File: config.mk
export PLATFORM = sky130hd
export DESIGN_NAME = lfsr_gen
export DESIGN_NICKNAME = d
export VERILOG_FILES = /design/src/rtl/lfsr_pkg.sv /design/src/rtl/lfsr_gen.sv
export SDC_FILE = /design/constraint.sdc
export NUM_CORES = 1
export LEC_CHECK = 0
export ABC_AREA = 1
export CAP_MARGIN = 10
export CORE_AREA = 2 2 39 41
export DETAILED_ROUTE_END_ITERATION = 10
export DIE_AREA = 0 0 41 43
export SYNTH_ARGS = -nofsm -noshare
export SYNTH_HDL_FRONTEND = slang
export SYNTH_SLANG_ARGS = --single-unit
File: constraint.sdc
create_clock -name i_Clk -period 2.1 [get_ports i_Clk]
set_clock_uncertainty 0.1 [all_clocks]
set_input_delay 0.63 -clock i_Clk [delete_from_list [all_inputs] [get_ports i_Clk]]
set_output_delay 0.63 -clock i_Clk [all_outputs]
set_load 0.02 [all_outputs]
File: src/rtl/lfsr_pkg.sv
// rtl/lfsr_pkg.sv - shared LFSR tap table, next-state function and checker state enum
package lfsr_pkg;

    localparam int MAX_BITS = 12;

    typedef enum logic [1:0] {
        SEARCH = 2'd0,
        VERIFY = 2'd1,
        LOCKED = 2'd2
    } state_t;

    // XNOR feedback taps (bit positions 0-based) for maximal-length sequences of width 3..12
    function automatic logic [MAX_BITS-1:0] tap_mask(input int nbits);
        logic [MAX_BITS-1:0] mask;
        case (nbits)
            3:       mask = 12'h006;
            4:       mask = 12'h00C;
            5:       mask = 12'h014;
            6:       mask = 12'h030;
            7:       mask = 12'h060;
            8:       mask = 12'h0B8;
            9:       mask = 12'h110;
            10:      mask = 12'h240;
            11:      mask = 12'h500;
            12:      mask = 12'h829;
            default: mask = 12'h00C;
        endcase
        return mask;
    endfunction

    function automatic logic [MAX_BITS-1:0] lfsr_next(input logic [MAX_BITS-1:0] cur, input int nbits);
        logic [MAX_BITS-1:0] keep;
        logic                fb;
        keep = (12'd1 << nbits) - 12'd1;
        fb   = ~^(cur & tap_mask(nbits));
        return {cur[MAX_BITS-2:0], fb} & keep;
    endfunction

endpackage

File: src/rtl/lfsr_gen.sv
// rtl/lfsr_gen.sv - LFSR word generator sharing lfsr_next with the checker
module lfsr_gen
    import lfsr_pkg::*;
#(
    parameter int NUM_BITS = 4
) (
    input  logic                i_Clk,
    input  logic                i_Rst_L,
    input  logic                i_Enable,
    output logic [NUM_BITS-1:0] o_Data
);

    always_ff @(posedge i_Clk) begin
        if (!i_Rst_L) begin
            o_Data <= '0;
        end else if (i_Enable) begin
            o_Data <= NUM_BITS'(lfsr_next(MAX_BITS'(o_Data), NUM_BITS));
        end
    end

endmodule

Word-level counts from Yosys, hierarchy flattened
Index checks and enable logic that the tools add are counted.

Memory bits (writable): 0. Bits of input ports: 3. Register bits after elaboration: 4. Latch bits: 0. Memories kept: 0. Memory bits (read-only): 0.

Shift operators: 0. Multipliers: 0. Add/sub/neg operators: 0. Equal/unequal tests: 0. Order comparisons: 0. Bitwise operators: 1. Divide/modulo/power cells: 0. Reduce and logical (&&, ||, !) cells: 1. Multiplexer cells: 2.

Operators by type and width (count): $mux 12 (2); $and 4x12->12 (1); $reduce_xnor 12->1 (1).

Longest topological paths before layout
Gate-level depths: netlist of run 1.

Word-level depth: 4. Gate-level depth with buffers: 5. Gate-level depth less buffers: 5.

Worst setup path after synthesis of run 1
OpenSTA, ideal clock, no wires.

Path kind: register to output. From: register o_Data[3]. To: output port o_Data[3]. Buffers on the path: 0. Slack: 927 ps. Stages on the path, launching flop included: 1. Arrival: 443 ps. Data required time: 1370 ps. Path through: dfxtp_1.

RTL lines: from (decl) (RTL line lfsr_gen.sv:10) `output logic [NUM_BITS-1:0] o_Data`; from (signal assigned) (RTL line lfsr_gen.sv:17) `o_Data <= NUM_BITS'(lfsr_next(MAX_BITS'(o_Data), NUM_BITS));`.

No word-level cell between the ends.

Worst setup path after layout of run 1
From: register o_Data[3]. To: output port o_Data[3].

No word-level cell between the ends.

==> results of run 1 <==
[layer usage]
layer	wire [um]	vias up	track usage, %
met5	0	-	0
met4	0	0	6.00
met3	62	0	6.28
met2	138	12	4.38
met1	136	66	3.85
li1	-	84	-
[power by group]
| group | internal [W] | leakage, nW | switching [W] |
|---|---|---|---|
| logic | 0.0000166 | 0.0645 | 0.0000163 |
| clock network | 0.0000638 | 0.0138 | 0.0000305 |
| registers | 0.0000819 | 0.0332 | 0.00000414 |
[placed cells by master, fill, tap and decap left out]
| cell type | count |
|---|---|
| nor2_1 | 4 |
| o21a_1 | 1 |
| a21oi_1 | 1 |
| dfxtp_1 | 4 |
| clkdlybuf4s50_1 | 6 |
| inv_1 | 4 |
| nand2_1 | 3 |
| o21ai_0 | 2 |
| o21ai_1 | 1 |
| clkbuf_4 | 3 |
| nand3_1 | 1 |
[final cells by class]
| class | count | share of cell area [%] |
|---|---|---|
| Sequential cell | 4 | 31.2 |
| Inverter | 4 | 5.85 |
| Multi-Input combinational cell | 13 | 22.9 |
| Clock buffer | 3 | 8.78 |
| Tap cell | 16 | 7.80 |
| Timing Repair Buffer | 6 | 23.4 |
[metrics by stage]
stage | instances | setup WS (ns)
after floorplan | 21 | 0.927
after detailed placement | 43 | 0.400
after global routing | 46 | 0.114
after CTS | 46 | 0.137
after global placement | 43 | 0.392
final | 46 | 0.136
[worst max path at each step]
stage,start,endpoint,slack [ns],cells after the start
6_report,o_Data[3],o_Data[3],0.14,1
3_5_place_dp,o_Data[3],o_Data[3],0.40,1
2_1_floorplan,o_Data[3],o_Data[3],0.93,0
4_1_cts,o_Data[3],o_Data[3],0.14,1
3_3_place_gp,o_Data[3],o_Data[3],0.39,1
5_1_grt,o_Data[3],o_Data[3],0.11,1
[worst reg2reg max path: stages, from the launching register on]
cell	delay, ns
dfxtp_1	0.37
inv_1	0.05
nand2_1	0.06
nand3_1	0.07
nand2_1	0.07
inv_1	0.03
[cells by family after synthesis]
| kind of cell | after synthesis |
|---|---|
| simple gates | 8 |
| compound gates | 5 |
| flops | 4 |
| buf+inv | 4 |
==> run summary, run 1 <==
Post-CTS sizing: 0
Layout cell share with drive strength beyond 1: 10.0%
Critical-path cell list: clkdlybuf4s50_1
Hold_sp: o_Data[1]
Row count: 14
Slew at the pin closest to its max-slew limit: 0.217 ns
PD cells: 832 nW/um2
Synth warn: 0
Initial detailed-routing violation count: 2
Reg-to-reg endpoint: o_Data[0]
Crit path time final: 1.96 ns
Largest registers: o_Data: 4 flops
Top post-synthesis cells by count: 4 x dfxtp_1, 4 x inv_1, 4 x nor2_1
Overall Global Routing Usage: 4.71%
Post-CTS Setup Repair Bufs: 0
Critical-path top delay cell: clkdlybuf4s50_1
Reg with most FFs: o_Data
I/O pins: 7
FF-to-FF Start: o_Data[3]
Clk slew on worst S/H paths: 0.04 ns
Post-synthesis register bit count: 4
Vias: 162
Die height: 43 um
Status: completed
Asr flop ratio synth: 0%
Worst setup path category: register to output port
Mapped Cells: 21
Max Cap Viol: 0
Reg2reg setup slack: 1.25 ns
Post-synth EDFFs: 0
Fillers: 160
Die area: 1760 um2
# diodes: 0
RSZ-0062 raised after global routing: false
H-Tree Depth: 1
Area leader, netlist: dfxtp_1
Hold_buf cts: 0
Critical path's top delay family: buffers and inverters
Mux cell area share after synthesis: 0%
Hold Crit Depth: 2
Syn avg cell area: 7.33 um2
P_leak: 0.111 nW
Post-Synth XOR/XNOR Area: 0%
Hold Fails Final Rpt: 0
Cell Area, Synth: 154 um2
Fin nets: 35
Crit start category: register
Hold Slack: 0.394 ns
Post-synth top area share: 52.0%
Register area: 80.1 um2
Synth Area in Adders: 0%
Yosys cell types: 9
Clock Sinks: 4
Total power: 0.000213 W
CTS tree: built
Fin. max-slew vios: 0
ANT nets after route: 0
Port Buf Inserts: 6
Critical Path Fanout Max: 4
Crit path DAT: 1.23 ns
Endpoint, Worst Hold: o_Data[2]
Combined area of the multi-input logic cells: 58.8 um2
Min-Delay Path Class: register to register
Initial antenna violation count: 0
Final Wtd Congestion: 0.548
Dpl cell area: 234 um2
First-pass GRT wire length: 427 um
Sequential area share after synthesis: 52.0%
Die Span X: 41 um
Final Util: 18.5%
Vias in the first global route: 115
Largest register FFs: 4
WL final: 337 um
Root buffer cell: clkbuf_4
Initial Util: 11.1%
Max stage delay on crit path: 0.63 ns
Area grow syn2layout: 66.7%
Core area: 1380 um2
Reg2reg path depth: 5
WP buf/inv: 1
Total gr overflow: 0
Maximum vdd ir drop: 146 uV
Final setup TNS: 0 ns
Vias per cell: 3.52
DRC viols: 0
Initial DRT Pass Iterations: 4
Max Clk Rate: 509 MHz
CTS Buf Count: 3
Critical Path RT: 1.37 ns
CTS max path bufs: 2
Post-Synth Simple-Gate Area: 20.3%
Worst slew margin: 85.5%
Drt wl/cell: 7.33 um
Predominant post-synthesis flop cell: dfxtp_1
Fin area: 256 um2
Tcrit/Tclk final: 93.5%
Combinational family with the most area after synthesis: simple AND/OR/NAND/NOR gates
Syn Nets: 24
Top post-synthesis cells by area: dfxtp_1 52%, inv_1 9.8%, nor2_1 9.8%
Critical Path End Type: output port
Compound-Gate Fraction of Synth Area: 17.9%
Worst-Skew Late Latency: 0.24 ns
Largest net degree at the start of global routing: 8
Final setup fails: 0
Power figures use the tool's default switching activity.
==> run 2, diff against run 1 <==
Settings changed: DONT_BUFFER_PORTS from default to 1, MAX_ROUTING_LAYER from default to met4.
==> run 2 against run 1 <==
- hold slack got worse by 0.0026 ns
- total power down 7.5%
- largest power group is now registers
- worst setup slack better by 0.52 ns
- final cell count is 13% lower
- die area did not move
==> run summary, run 2 (synthesized netlist as in run 1, its figures left out) <==
Reg with most FFs: o_Data (unchanged)
Gr busiest metal: met3 (unchanged)
Grt met1 use: 2.24% (was 3.85%)
Initial antenna violation count: 0 (unchanged)
ANT nets after route: 0 (unchanged)
Row count: 14 (unchanged)
Status: completed (unchanged)
Root buffer cell: clkbuf_4 (unchanged)
Largest net degree at the start of global routing: 8 (unchanged)
Core area: 1380 um2 (unchanged)
Hold Fails Final Rpt: 0 (unchanged)
Max Cap Viol: 0 (unchanged)
Vias per cell: 3.45 (was 3.52)
Hold_buf cts: 0 (unchanged)
Total power: 0.000197 W (was 0.000213 W)
Drt wl/cell: 7.80 um (was 7.33 um)
Min-Delay Path Class: input pin to register (was register to register)
CTS max path bufs: 2 (unchanged)
First-pass GRT wire length: 414 um (was 427 um)
Maximum vdd ir drop: 168 uV (was 146 uV)
Post-CTS Setup Repair Bufs: 0 (unchanged)
Overall Global Routing Usage: 4.72% (was 4.71%)
Final Wtd Congestion: 0.421 (was 0.548)
Worst-Skew Late Latency: 0.23 ns (was 0.24 ns)
Dpl cell area: 174 um2 (was 234 um2)
Worst setup path category: register to output port (unchanged)
PD cells: 1000 nW/um2 (was 832 nW/um2)
Area grow syn2layout: 27.6% (was 66.7%)
Fin area: 196 um2 (was 256 um2)
Routing usage on met2: 5.63% (was 4.38%)
CTS tree: built (unchanged)
Largest registers: o_Data: 4 flops (unchanged)
Final setup TNS: 0 ns (unchanged)
Hold_sp: i_Enable (was o_Data[1])
Met3 usage: 6.28% (unchanged)
WL final: 312 um (was 337 um)
CP startpoint: o_Data[3] (unchanged)
Critical Path RT: 1.37 ns (about the same)
Crit start category: register (unchanged)
Worst slew margin: 80.1% (was 85.5%)
Post-CTS sizing: 0 (unchanged)
Crit path DAT: 0.71 ns (was 1.23 ns)
Max Clk Rate: 693 MHz (was 509 MHz)
Tcrit/Tclk final: 68.7% (was 93.5%)
Port Buf Inserts: 0 (was 6)
# diodes: 0 (unchanged)
FF-to-FF Start: o_Data[2] (was o_Data[3])
Die Span X: 41 um (unchanged)
Die height: 43 um (unchanged)
Critical Path End Type: output port (unchanged)
Largest register FFs: 4 (unchanged)
CTS Buf Count: 3 (unchanged)
Crit path time final: 1.44 ns (was 1.96 ns)
Layout cell share with drive strength beyond 1: 12.5% (was 10.0%)
Initial Util: 11.1% (unchanged)
Reg2reg setup slack: 1.12 ns (was 1.25 ns)
Final setup fails: 0 (unchanged)
Initial detailed-routing violation count: 0 (was 2)
DRC viols: 0 (unchanged)
Vias: 138 (was 162)
Clock Sinks: 4 (unchanged)
Vias in the first global route: 137 (was 115)
Dpl hpwl: 226 um
Die area: 1760 um2 (unchanged)
Fin nets: 29 (was 35)
RSZ-0062 raised after global routing: false (unchanged)
Critical Path Fanout Max: 4 (unchanged)
Clk slew on worst S/H paths: 0.04 ns (about the same)
I/O pins: 7 (unchanged)
Total gr overflow: 0 (unchanged)
P_leak: 0.0892 nW (was 0.111 nW)
Initial DRT Pass Iterations: 1 (was 4)
Slew at the pin closest to its max-slew limit: 0.298 ns (was 0.217 ns)
Fin. max-slew vios: 0 (unchanged)
Most frequent cells in the layout: 4 x inv_1, 4 x nor2_1, 4 x dfxtp_1 (was 6 x clkdlybuf4s50_1, 4 x inv_1, 4 x nor2_1, 4 x dfxtp_1)
H-Tree Depth: 1 (unchanged)
[run 2: changes by cell type in the layout (fill, tap and decap cells not counted)]
cell,previous run,this run
clkdlybuf4s50_1,6,0
[run 2: layer usage]
layer / part of all wire, % / wire length, um
met4: 0 / 0
met5: 0 / 0
met2: 44 / 137
met1: 36 / 111
met3: 20 / 63
[run 2: final timing paths]
kind,to,cells after the start
worst max-delay path,o_Data[3],0
worst min-delay path,o_Data[3],1
worst max register to register,o_Data[0],5
worst min register to register,o_Data[2],2
[run 2: power breakdown]
group	leakage, nW	total (W)	switching (W)	internal [W]
combinational	0.0423	0.0000103	0.00000525	0.00000506
clock	0.0138	0.0000933	0.0000295	0.0000638
sequential	0.0332	0.0000936	0.0000118	0.0000819
[run 2: final cells by class]
cell class,instances,area [um2]
Multi-Input combinational cell,13,58.8
Sequential cell,4,80.1
Inverter,4,15.0
Tap cell,16,20.0
Fill cell,163,1190
Clock buffer,3,22.5
[run 2: metrics by stage]
stage | hold WS, ns | util [%] | setup WS (ns) | cells
2_1_floorplan | 0.467 | - | 0.927 | 21
3_3_place_gp | 0.486 | 12.6 | 0.901 | 37
3_5_place_dp | 0.487 | 12.6 | 0.893 | 37
4_1_cts | 0.384 | 14.2 | 0.646 | 40
5_1_grt | 0.400 | 14.2 | 0.633 | 40
6_report | 0.391 | 14.2 | 0.657 | 40
==> run 3, diff against run 2 <==
Clock period 2.1 ns to 1.3 ns, I/O delays scaled along.
==> run 3 against run 2 <==
- highest routed layer unchanged
- clock power is 63% higher
- utilization stayed put
- worst setup slack worse by 0.56 ns
- routed wire length rose by 3.5%
- sequential share of layout area unchanged
- critical path depth unchanged
- non-clock buffer count unchanged
- total power up 62%
==> run summary, run 3 (synthesized netlist as in run 1, its figures left out) <==
Core area: 1380 um2 (unchanged)
First-pass GRT wire length: 372 um (was 414 um)
Initial antenna violation count: 0 (unchanged)
Metal3 WL: 49 um (was 63 um)
DRC viols: 0 (unchanged)
Met2 WL: 143 um (was 137 um)
Fin nets: 29 (unchanged)
Max Clk Rate: 832 MHz
Critical Path End Type: output port (unchanged)
WL final: 323 um (was 312 um)
Worst-Skew Late Latency: 0.23 ns (about the same)
Drt wl/cell: 8.08 um (was 7.80 um)
Met1 wire length: 129 um (was 111 um)
Vias: 139 (was 138)
Total gr overflow: 0 (unchanged)
Final Util: 14.2% (unchanged)
H-Tree Depth: 1 (unchanged)
Die height: 43 um (unchanged)
Max Cap Viol: 0 (unchanged)
Area grow syn2layout: 27.6% (unchanged)
Clk slew on worst S/H paths: 0.04 ns (about the same)
Most frequent cells in the layout: 4 x inv_1, 4 x nor2_1, 4 x dfxtp_1 (unchanged)
Largest register FFs: 4 (unchanged)
Final setup TNS: 0 ns (unchanged)
Port Buf Inserts: 0 (unchanged)
Worst setup path category: register to output port (unchanged)
Vias per cell: 3.48 (was 3.45)
Vias in the first global route: 111 (was 137)
Fillers: 156 (was 163)
Initial detailed-routing violation count: 0 (unchanged)
Post-CTS Setup Repair Bufs: 0 (unchanged)
Slew at the pin closest to its max-slew limit: 0.292 ns (was 0.298 ns)
Post-CTS sizing: 0 (unchanged)
Fin. max-slew vios: 0 (unchanged)
Die Span X: 41 um (unchanged)
Dpl hpwl: 231 um (was 226 um)
Hold Fails Final Rpt: 0 (unchanged)
Min-Delay Path Class: input pin to register (unchanged)
Largest net degree at the start of global routing: 8 (unchanged)
PD cells: 1630 nW/um2 (was 1000 nW/um2)
Layout cell share with drive strength beyond 1: 12.5% (unchanged)
# diodes: 0 (unchanged)
Crit start category: register (unchanged)
Clock Sinks: 4 (unchanged)
CTS Buf Count: 3 (unchanged)
Hold_buf cts: 0 (unchanged)
Crit path time final: 1.20 ns
Die area: 1760 um2 (unchanged)
Root buffer cell: clkbuf_4 (unchanged)
Critical Path RT: 0.81 ns (was 1.37 ns)
Initial Util: 11.1% (unchanged)
Critical Path Fanout Max: 4 (unchanged)
Largest registers: o_Data: 4 flops (unchanged)
Worst slew margin: 80.5% (was 80.1%)
CTS max path bufs: 2 (unchanged)
Overall Global Routing Usage: 4.72% (about the same)
Crit path DAT: 0.71 ns (about the same)
Fin area: 196 um2 (unchanged)
I/O pins: 7 (unchanged)
P_leak: 0.0892 nW (unchanged)
Reg with most FFs: o_Data (unchanged)
Initial DRT Pass Iterations: 1 (unchanged)
Final setup fails: 0 (unchanged)
Final Wtd Congestion: 0.429 (was 0.421)
ANT nets after route: 0 (unchanged)
Tcrit/Tclk final: 92.4%
RSZ-0062 raised after global routing: false (unchanged)
Row count: 14 (unchanged)
Top sig layer: met3 (unchanged)
CTS tree: built (unchanged)
Status: completed (unchanged)
Dpl cell area: 174 um2 (unchanged)
Maximum vdd ir drop: 131 uV (was 168 uV)
## run 3: cell counts in the layout (fill, tap and decap cells not counted)
No cell type changed its count.
## run 3: layout make-up
cell class | count | area, um2 | share of cell area [%]
multi-input combinational | 13 | 58.8 | 29.9
inverter | 4 | 15.0 | 7.64
sequential | 4 | 80.1 | 40.8
tap | 16 | 20.0 | 10.2
clock buffer | 3 | 22.5 | 11.5
## run 3: where the power goes
part	internal, W	switching [W]
logic	0.00000820	0.00000901
clock network	0.000103	0.0000484
registers	0.000132	0.0000183
## run 3: worst paths after layout
path / from / end / slack, ns / depth (start not counted)
worst max-delay path: o_Data[3] / o_Data[3] / 0.1 / 0
worst min-delay path: i_Enable / o_Data[3] / 0.15 / 1
worst max register to register: o_Data[2] / o_Data[0] / 0.29 / 5
worst min register to register: o_Data[0] / o_Data[1] / 0.49 / 2
## run 3: per-stage QoR
step / setup WS (ns) / total power, W / hold WS (ns) / instances
after floorplan: 0.367 / 0.000166 / 0.380 / 21
after global placement: 0.326 / 0.000169 / 0.387 / 37
after detailed placement: 0.311 / 0.000170 / 0.384 / 37
after CTS: 0.0840 / 0.000328 / 0.140 / 40
after global routing: 0.0566 / 0.000340 / 0.149 / 40
final: 0.0988 / 0.000319 / 0.148 / 40
## run 3: layer usage
| layer | GRT usage [%] | vias up |
|---|---|---|
| met1 | 1.91 | 58 |
| li1 | - | 73 |
| met5 | - | - |
| met2 | 5.00 | 8 |
| met3 | 7.85 | 0 |
| met4 | 6.00 | 0 |
